### src/rtl/mem_req_ctrl_pkg.sv
// Shared types and constants for the memory request front end.
package mem_req_ctrl_pkg;

  localparam int unsigned WAIT_CNT_W = 4;

  typedef enum logic [2:0] {
    StIdle  = 3'd0,
    StWait  = 3'd1,
    StIssue = 3'd2,
    StRdata = 3'd3,
    StAck   = 3'd4,
    StVrd   = 3'd5,
    StVcmp  = 3'd6
  } state_e;

endpackage

### src/rtl/mem_req_ctrl_wait_cnt.sv
// Loadable down-counter that paces the wait states ahead of each memory strobe.
module mem_req_ctrl_wait_cnt
  import mem_req_ctrl_pkg::*;
(
  input  logic                  clk,
  input  logic                  reset,
  input  logic                  load,
  input  logic [WAIT_CNT_W-1:0] value,
  input  logic                  dec,
  output logic                  zero
);

  logic [WAIT_CNT_W-1:0] cnt_q, cnt_d;

  always_comb begin
    cnt_d = cnt_q;
    if (load) begin
      cnt_d = value;
    end else if (dec && (cnt_q != '0)) begin
      cnt_d = cnt_q - 1'b1;
    end
  end

  always_ff @(posedge clk) begin
    if (reset) begin
      cnt_q <= '0;
    end else begin
      cnt_q <= cnt_d;
    end
  end

  assign zero = (cnt_q == '0);

endmodule

### src/rtl/mem_req_ctrl.sv
// CPU req/ack to single-port synchronous memory strobe sequencer with wait states.
// Optional write read-back verification is enabled by defining MEM_REQ_CTRL_READBACK_EN.
module mem_req_ctrl
  import mem_req_ctrl_pkg::*;
#(
  parameter int unsigned WIDTH       = 8,
  parameter int unsigned ADDR_SIZE   = 10,
  parameter int unsigned WAIT_STATES = 0
) (
  input  logic                 clk,
  input  logic                 reset,
  input  logic                 req,
  input  logic                 wr,
  input  logic [ADDR_SIZE-1:0] addr,
  input  logic [WIDTH-1:0]     wdata,
  output logic [WIDTH-1:0]     rdata,
  output logic                 ack,
  output logic                 busy,
  output logic                 err,
  output logic                 mem_cs,
  output logic                 mem_wen,
  output logic [ADDR_SIZE-1:0] mem_addr,
  output logic [WIDTH-1:0]     mem_din,
  input  logic [WIDTH-1:0]     mem_dout
);

  if (WAIT_STATES > 15) begin : g_bad_wait_states
    $error("mem_req_ctrl: WAIT_STATES must be in the range 0..15");
  end

  localparam logic [WAIT_CNT_W-1:0] WaitLoad =
      (WAIT_STATES == 0) ? '0 : WAIT_CNT_W'(WAIT_STATES - 1);

  state_e state_q, state_d;

  logic                 cnt_load, cnt_zero;
  logic                 wr_q, wr_d;
  logic [ADDR_SIZE-1:0] addr_q, addr_d;
  logic [WIDTH-1:0]     wdata_q, wdata_d;
  logic [WIDTH-1:0]     rdata_q, rdata_d;
  logic                 ack_q, ack_d;
  logic                 busy_q, busy_d;
  logic                 err_q, err_d;
  logic                 mem_cs_q, mem_cs_d;
  logic                 mem_wen_q, mem_wen_d;

  mem_req_ctrl_wait_cnt u_wait_cnt (
    .clk   (clk),
    .reset (reset),
    .load  (cnt_load),
    .value (WaitLoad),
    .dec   (state_q == StWait),
    .zero  (cnt_zero)
  );

  always_ff @(posedge clk) begin
    if (reset) begin
      state_q <= StIdle;
    end else begin
      state_q <= state_d;
    end
  end

  always_comb begin
    state_d  = state_q;
    cnt_load = 1'b0;
    unique case (state_q)
      StIdle: begin
        if (req) begin
          cnt_load = (WAIT_STATES != 0);
          state_d  = (WAIT_STATES != 0) ? StWait : StIssue;
        end
      end
      StWait: begin
        if (cnt_zero) state_d = StIssue;
      end
      StIssue: begin
`ifdef MEM_REQ_CTRL_READBACK_EN
        state_d = wr_q ? StVrd : StRdata;
`else
        state_d = wr_q ? StAck : StRdata;
`endif
      end
      StRdata: state_d = StAck;
`ifdef MEM_REQ_CTRL_READBACK_EN
      StVrd:   state_d = StVcmp;
      StVcmp:  state_d = StAck;
`endif
      StAck:   state_d = StIdle;
      default: state_d = StIdle;
    endcase
  end

  // Outputs are decoded from the next state so every port comes straight from a flop.
  always_comb begin
    addr_d  = addr_q;
    wdata_d = wdata_q;
    wr_d    = wr_q;
    if ((state_q == StIdle) && req) begin
      addr_d  = addr;
      wdata_d = wdata;
      wr_d    = wr;
    end
    mem_cs_d  = (state_d == StIssue) || (state_d == StVrd);
    mem_wen_d = (state_d == StIssue) && wr_d;
    ack_d     = (state_d == StAck);
    busy_d    = (state_d != StIdle);
    rdata_d   = rdata_q;
    if (state_q == StRdata) rdata_d = mem_dout;
`ifdef MEM_REQ_CTRL_READBACK_EN
    err_d = err_q || ((state_q == StVcmp) && (mem_dout != wdata_q));
`else
    err_d = 1'b0;
`endif
  end

  always_ff @(posedge clk) begin
    if (reset) begin
      addr_q    <= '0;
      wdata_q   <= '0;
      wr_q      <= 1'b0;
      rdata_q   <= '0;
      ack_q     <= 1'b0;
      busy_q    <= 1'b0;
      err_q     <= 1'b0;
      mem_cs_q  <= 1'b0;
      mem_wen_q <= 1'b0;
    end else begin
      addr_q    <= addr_d;
      wdata_q   <= wdata_d;
      wr_q      <= wr_d;
      rdata_q   <= rdata_d;
      ack_q     <= ack_d;
      busy_q    <= busy_d;
      err_q     <= err_d;
      mem_cs_q  <= mem_cs_d;
      mem_wen_q <= mem_wen_d;
    end
  end

  assign rdata    = rdata_q;
  assign ack      = ack_q;
  assign busy     = busy_q;
  assign err      = err_q;
  assign mem_cs   = mem_cs_q;
  assign mem_wen  = mem_wen_q;
  assign mem_addr = addr_q;
  assign mem_din  = wdata_q;

endmodule

### config.mk
export PLATFORM = sky130hd
export DESIGN_NAME = mem_req_ctrl
export DESIGN_NICKNAME = d
export VERILOG_FILES = /design/src/rtl/mem_req_ctrl_pkg.sv /design/src/rtl/mem_req_ctrl_wait_cnt.sv /design/src/rtl/mem_req_ctrl.sv
export SDC_FILE = /design/constraint.sdc
export NUM_CORES = 1
export LEC_CHECK = 0
export CAP_MARGIN = 40
export CORE_UTILIZATION = 45
export CTS_CLUSTER_DIAMETER = 60
export DETAILED_ROUTE_END_ITERATION = 12
export HOLD_SLACK_MARGIN = 0.12
export PLACE_DENSITY_LB_ADDON = 0.05
export SLEW_MARGIN = 10
export SYNTH_ARGS = -nofsm -noshare
export SYNTH_HDL_FRONTEND = slang
export SYNTH_HIERARCHICAL = 1
export SYNTH_SLANG_ARGS = --single-unit
### constraint.sdc
create_clock -name clk -period 2.4 [get_ports clk]
set_input_delay 0.6 -clock clk [delete_from_list [all_inputs] [get_ports clk]]
set_output_delay 0.6 -clock clk [all_outputs]
set_load 0.05 [all_outputs]
==> flow_summary_export.csv <==
group,metric,value,unit
floorplanning,core.rowCount,22,
floorplanning,ios,61,
layout,layout_common_cells,"sky130_fd_sc_hd__clkdlybuf4s50_1 (59), sky130_fd_sc_hd__nand2b_1 (54), sky130_fd_sc_hd__dfxtp_1 (38)",
sta,slew_violations,0,
logic_synthesis,synth_enable_flop_cells,0,
floorplanning,core,3720,um^2
logic_synthesis,yosysUniqueCellTypes,33,
setup_path,crit_chain,"clkdlybuf4s50_1",
layout,synthToLayoutAreaGrowth,42.3,%
route,met2RoutedLength,1760,um
sta,transition_time_at_the_pin_with_the_least_slew_margin,0.519,ns
setup_path,worst_ep_arrival_time,1.47,ns
setup_path,critical_path_class,"register to primary output",
sta,setup_violations_final,0,
sta,layout_worst_path_cycle_share,86.1,%
logic_synthesis,post_synthesis_cell_count,175,
logic_synthesis,synthDominantAreaCellType,"sky130_fd_sc_hd__dfxtp_1",
layout,final_net_count,273,
cts,cts_root_buffer,"sky130_fd_sc_hd__clkbuf_8",
cts,clkTransAtPathRegs,0.08,ns
layout,antenna_cells_inserted,0,
global_routing,grt_antenna_before_repair,0,
setup_path,worst-path-max-fanout,2,
cts,tritoncts.num_buffers,5,
logic_synthesis,ys_seq_area_share,43.0,%
cts,cts_tree,"built",
min_path,hold-path-cell-count,2,
logic_synthesis,synth_top_cell_area_share,43.0,%
route,iteration_0_drc_count_of_the_detailed_router,59,
setup_path,r2r.worst_path.cells,6,
power_and_ir_drop,power-per-cell-area,745,nW/um^2
sta,rel_slew_slack,65.3,%
route,number_of_nets_still_failing_antenna_checks_after_routing,0,
layout,sequential_cell_area,761,um^2
setup_path,setup.worst_path.end_class,"primary output",
global_routing,grt_start_max_net_pins,31,
placement,gpl.final_weighted_congestion,0.820,
placement,io_buffers,59,
setup_path,cp_data_required_time,1.80,ns
sta,finalCriticalPeriod,2.07,ns
sta,grt_setup_unrepaired,"no",
cts,clk_path_buf_depth,2,
global_routing,total_grt_overflow,0,
flow_run,cap_viol_max_count,0,
placement,dp_hpwl,2670,um
route,route.layer.met1.wl,1630,um
setup_path,slowest_delay,0.82,ns
route,post-route-drc-count,0,
setup_path,path_buf_inv,1,
cts,cts_htree_levels,2,
floorplanning,die_area,4180,um^2
layout,final_layout_size_suffix_gt1_share,8.23,%
global_routing,number_of_global_route_vias_before_repair,1364,
logic_synthesis,synth.area.top_cells,"sky130_fd_sc_hd__dfxtp_1 (43%), sky130_fd_sc_hd__nand2b_1 (19%), sky130_fd_sc_hd__mux2i_1 (16%)",
sta,timing.final.hold_violations,0,
route,post_drt_wl_per_cell,12.6,um
layout,mostFrequentLayoutCell,"sky130_fd_sc_hd__clkdlybuf4s50_1",
cts,cts_post_setup_buffers_inserted,0,
layout,utilization,67.7,%
global_routing,global_route.usage.total,19.2,%
placement,placed_cells_incl_taps,283,
logic_synthesis,yosysWarnings,6,
setup_path,cp.depth,1,
setup_path,critical-path-slowest-cell,"sky130_fd_sc_hd__clkdlybuf4s50_1",
sta,clock.fmax,484,MHz
floorplanning,die_width,64.7,um
cts,cts_repair_resize_count,0,
logic_synthesis,synth_top_flop_cell,"sky130_fd_sc_hd__dfxtp_1",
floorplanning,initial_core_util,47.6,%
cts,cts_sinks,38,
status,run_status,"complete, no violations",
sta,fin_setup_tns,0,ns
setup_path,worst_path_dominant_cell_family,"buffers and inverters",
logic_synthesis,synth_seq_cells,38,
global_routing,grt_first_pass_wirelength,6070,um
floorplanning,die_h,64.7,um
cts,cts_hold_buffers,0,
logic_synthesis,synth_area_per_cell,10.1,um^2
min_path,min_path_type,"register to register",
route,wl_met3,225,um
sta,clock-skew-final,0.00553,ns
layout,filler_cell_count,289,
layout,multi_input_area,945,um^2
layout,fin_cells,291,
cts,clock_latency_on_the_worst_skew_pair,0.29,ns
route,top_layer_used,"met4",
power_and_ir_drop,static-leakage-power,0.936,nW
logic_synthesis,postSynth.asyncResetShare,0,%
route,route.detailed.vias_per_inst,4.80,
route,total_wirelength,3680,um
logic_synthesis,syn-cell-area,1770,um^2
setup_path,startpoint_type_of_the_worst_setup_path,"register",
route,drt_pass1_iterations,4,
route,dr_vias,1398,
power_and_ir_drop,vdd.ir_drop.worst,543,uV
-- state kept, by name, indices dropped and copies added (netlist names) --
| signal | cells |
|---|---|
| mem_addr | 10 |
| mem_din | 8 |
| rdata | 8 |
| u_wait_cnt/cnt_q | 4 |
| state_q | 3 |
| ack | 1 |
| busy | 1 |
| mem_cs | 1 |
| mem_wen | 1 |
| wr_q | 1 |
-- path summary, 6_finish.rpt --
kind,slack [ns],from,endpoint
max,0.33,rdata[1],rdata[1]
min,0.47,mem_addr[1],mem_addr[1]
max reg2reg,0.72,u_wait_cnt/cnt_q[1],state_q[0]
min reg2reg,0.47,mem_addr[1],mem_addr[1]
-- Yosys cell counts (2+ instances only) --
library cell	number
sky130_fd_sc_hd__a21oi_1	2
sky130_fd_sc_hd__or3b_2	2
sky130_fd_sc_hd__nor2_1	9
sky130_fd_sc_hd__nand3_1	2
sky130_fd_sc_hd__nand2_1	3
sky130_fd_sc_hd__a311oi_1	2
sky130_fd_sc_hd__nand2b_1	54
sky130_fd_sc_hd__inv_1	4
sky130_fd_sc_hd__buf_6	2
sky130_fd_sc_hd__nor3_1	2
sky130_fd_sc_hd__mux2i_1	29
sky130_fd_sc_hd__clkbuf_1	6
sky130_fd_sc_hd__dfxtp_1	38
-- final cells by class --
cell class / instances / area share [%]
Multi-Input combinational cell: 130 / 37.6
Tap cell: 48 / 2.39
Timing Repair Buffer: 63 / 24.7
Clock buffer: 5 / 2.74
Sequential cell: 38 / 30.2
Clock inverter: 3 / 1.79
Inverter: 4 / 0.597
-- kinds of logic after synthesis --
family                     synth area share (%)
other                                     0.212
AOI/OAI and AO/OA                          5.17
adders and majority gates                 0.708
buffers and inverters                      5.24
and+or+nand+nor                            29.2
muxes                                      16.4
DFF                                        43.0
-- power breakdown --
group	switching [W]	leakage [nW]	total [W]	internal, W
logic	0.000330	0.574	0.000574	0.000244
registers	0.0000503	0.311	0.000749	0.000698
clock network	0.000241	0.0504	0.000550	0.000309
-- per-stage QoR --
stage / area [um^2] / worst slack, ns / hold WS, ns / power [W]
after floorplan: 1800 / 0.646 / 0.467 / 0.00117
after global placement: 2400 / 0.451 / 0.456 / 0.00132
after detailed placement: 2400 / 0.337 / 0.464 / 0.00134
after CTS: 2510 / 0.328 / 0.479 / 0.00189
after global routing: 2510 / 0.296 / 0.499 / 0.00196
final: 2510 / 0.335 / 0.474 / 0.00187
-- metal layers --
metal,vias up,global-route usage [%]
met5,-,0
met4,0,8.61
met3,5,6.16
met2,50,33.4
met1,640,21.1
li1,703,-
No activity file was read; power rests on OpenSTA's default activity.
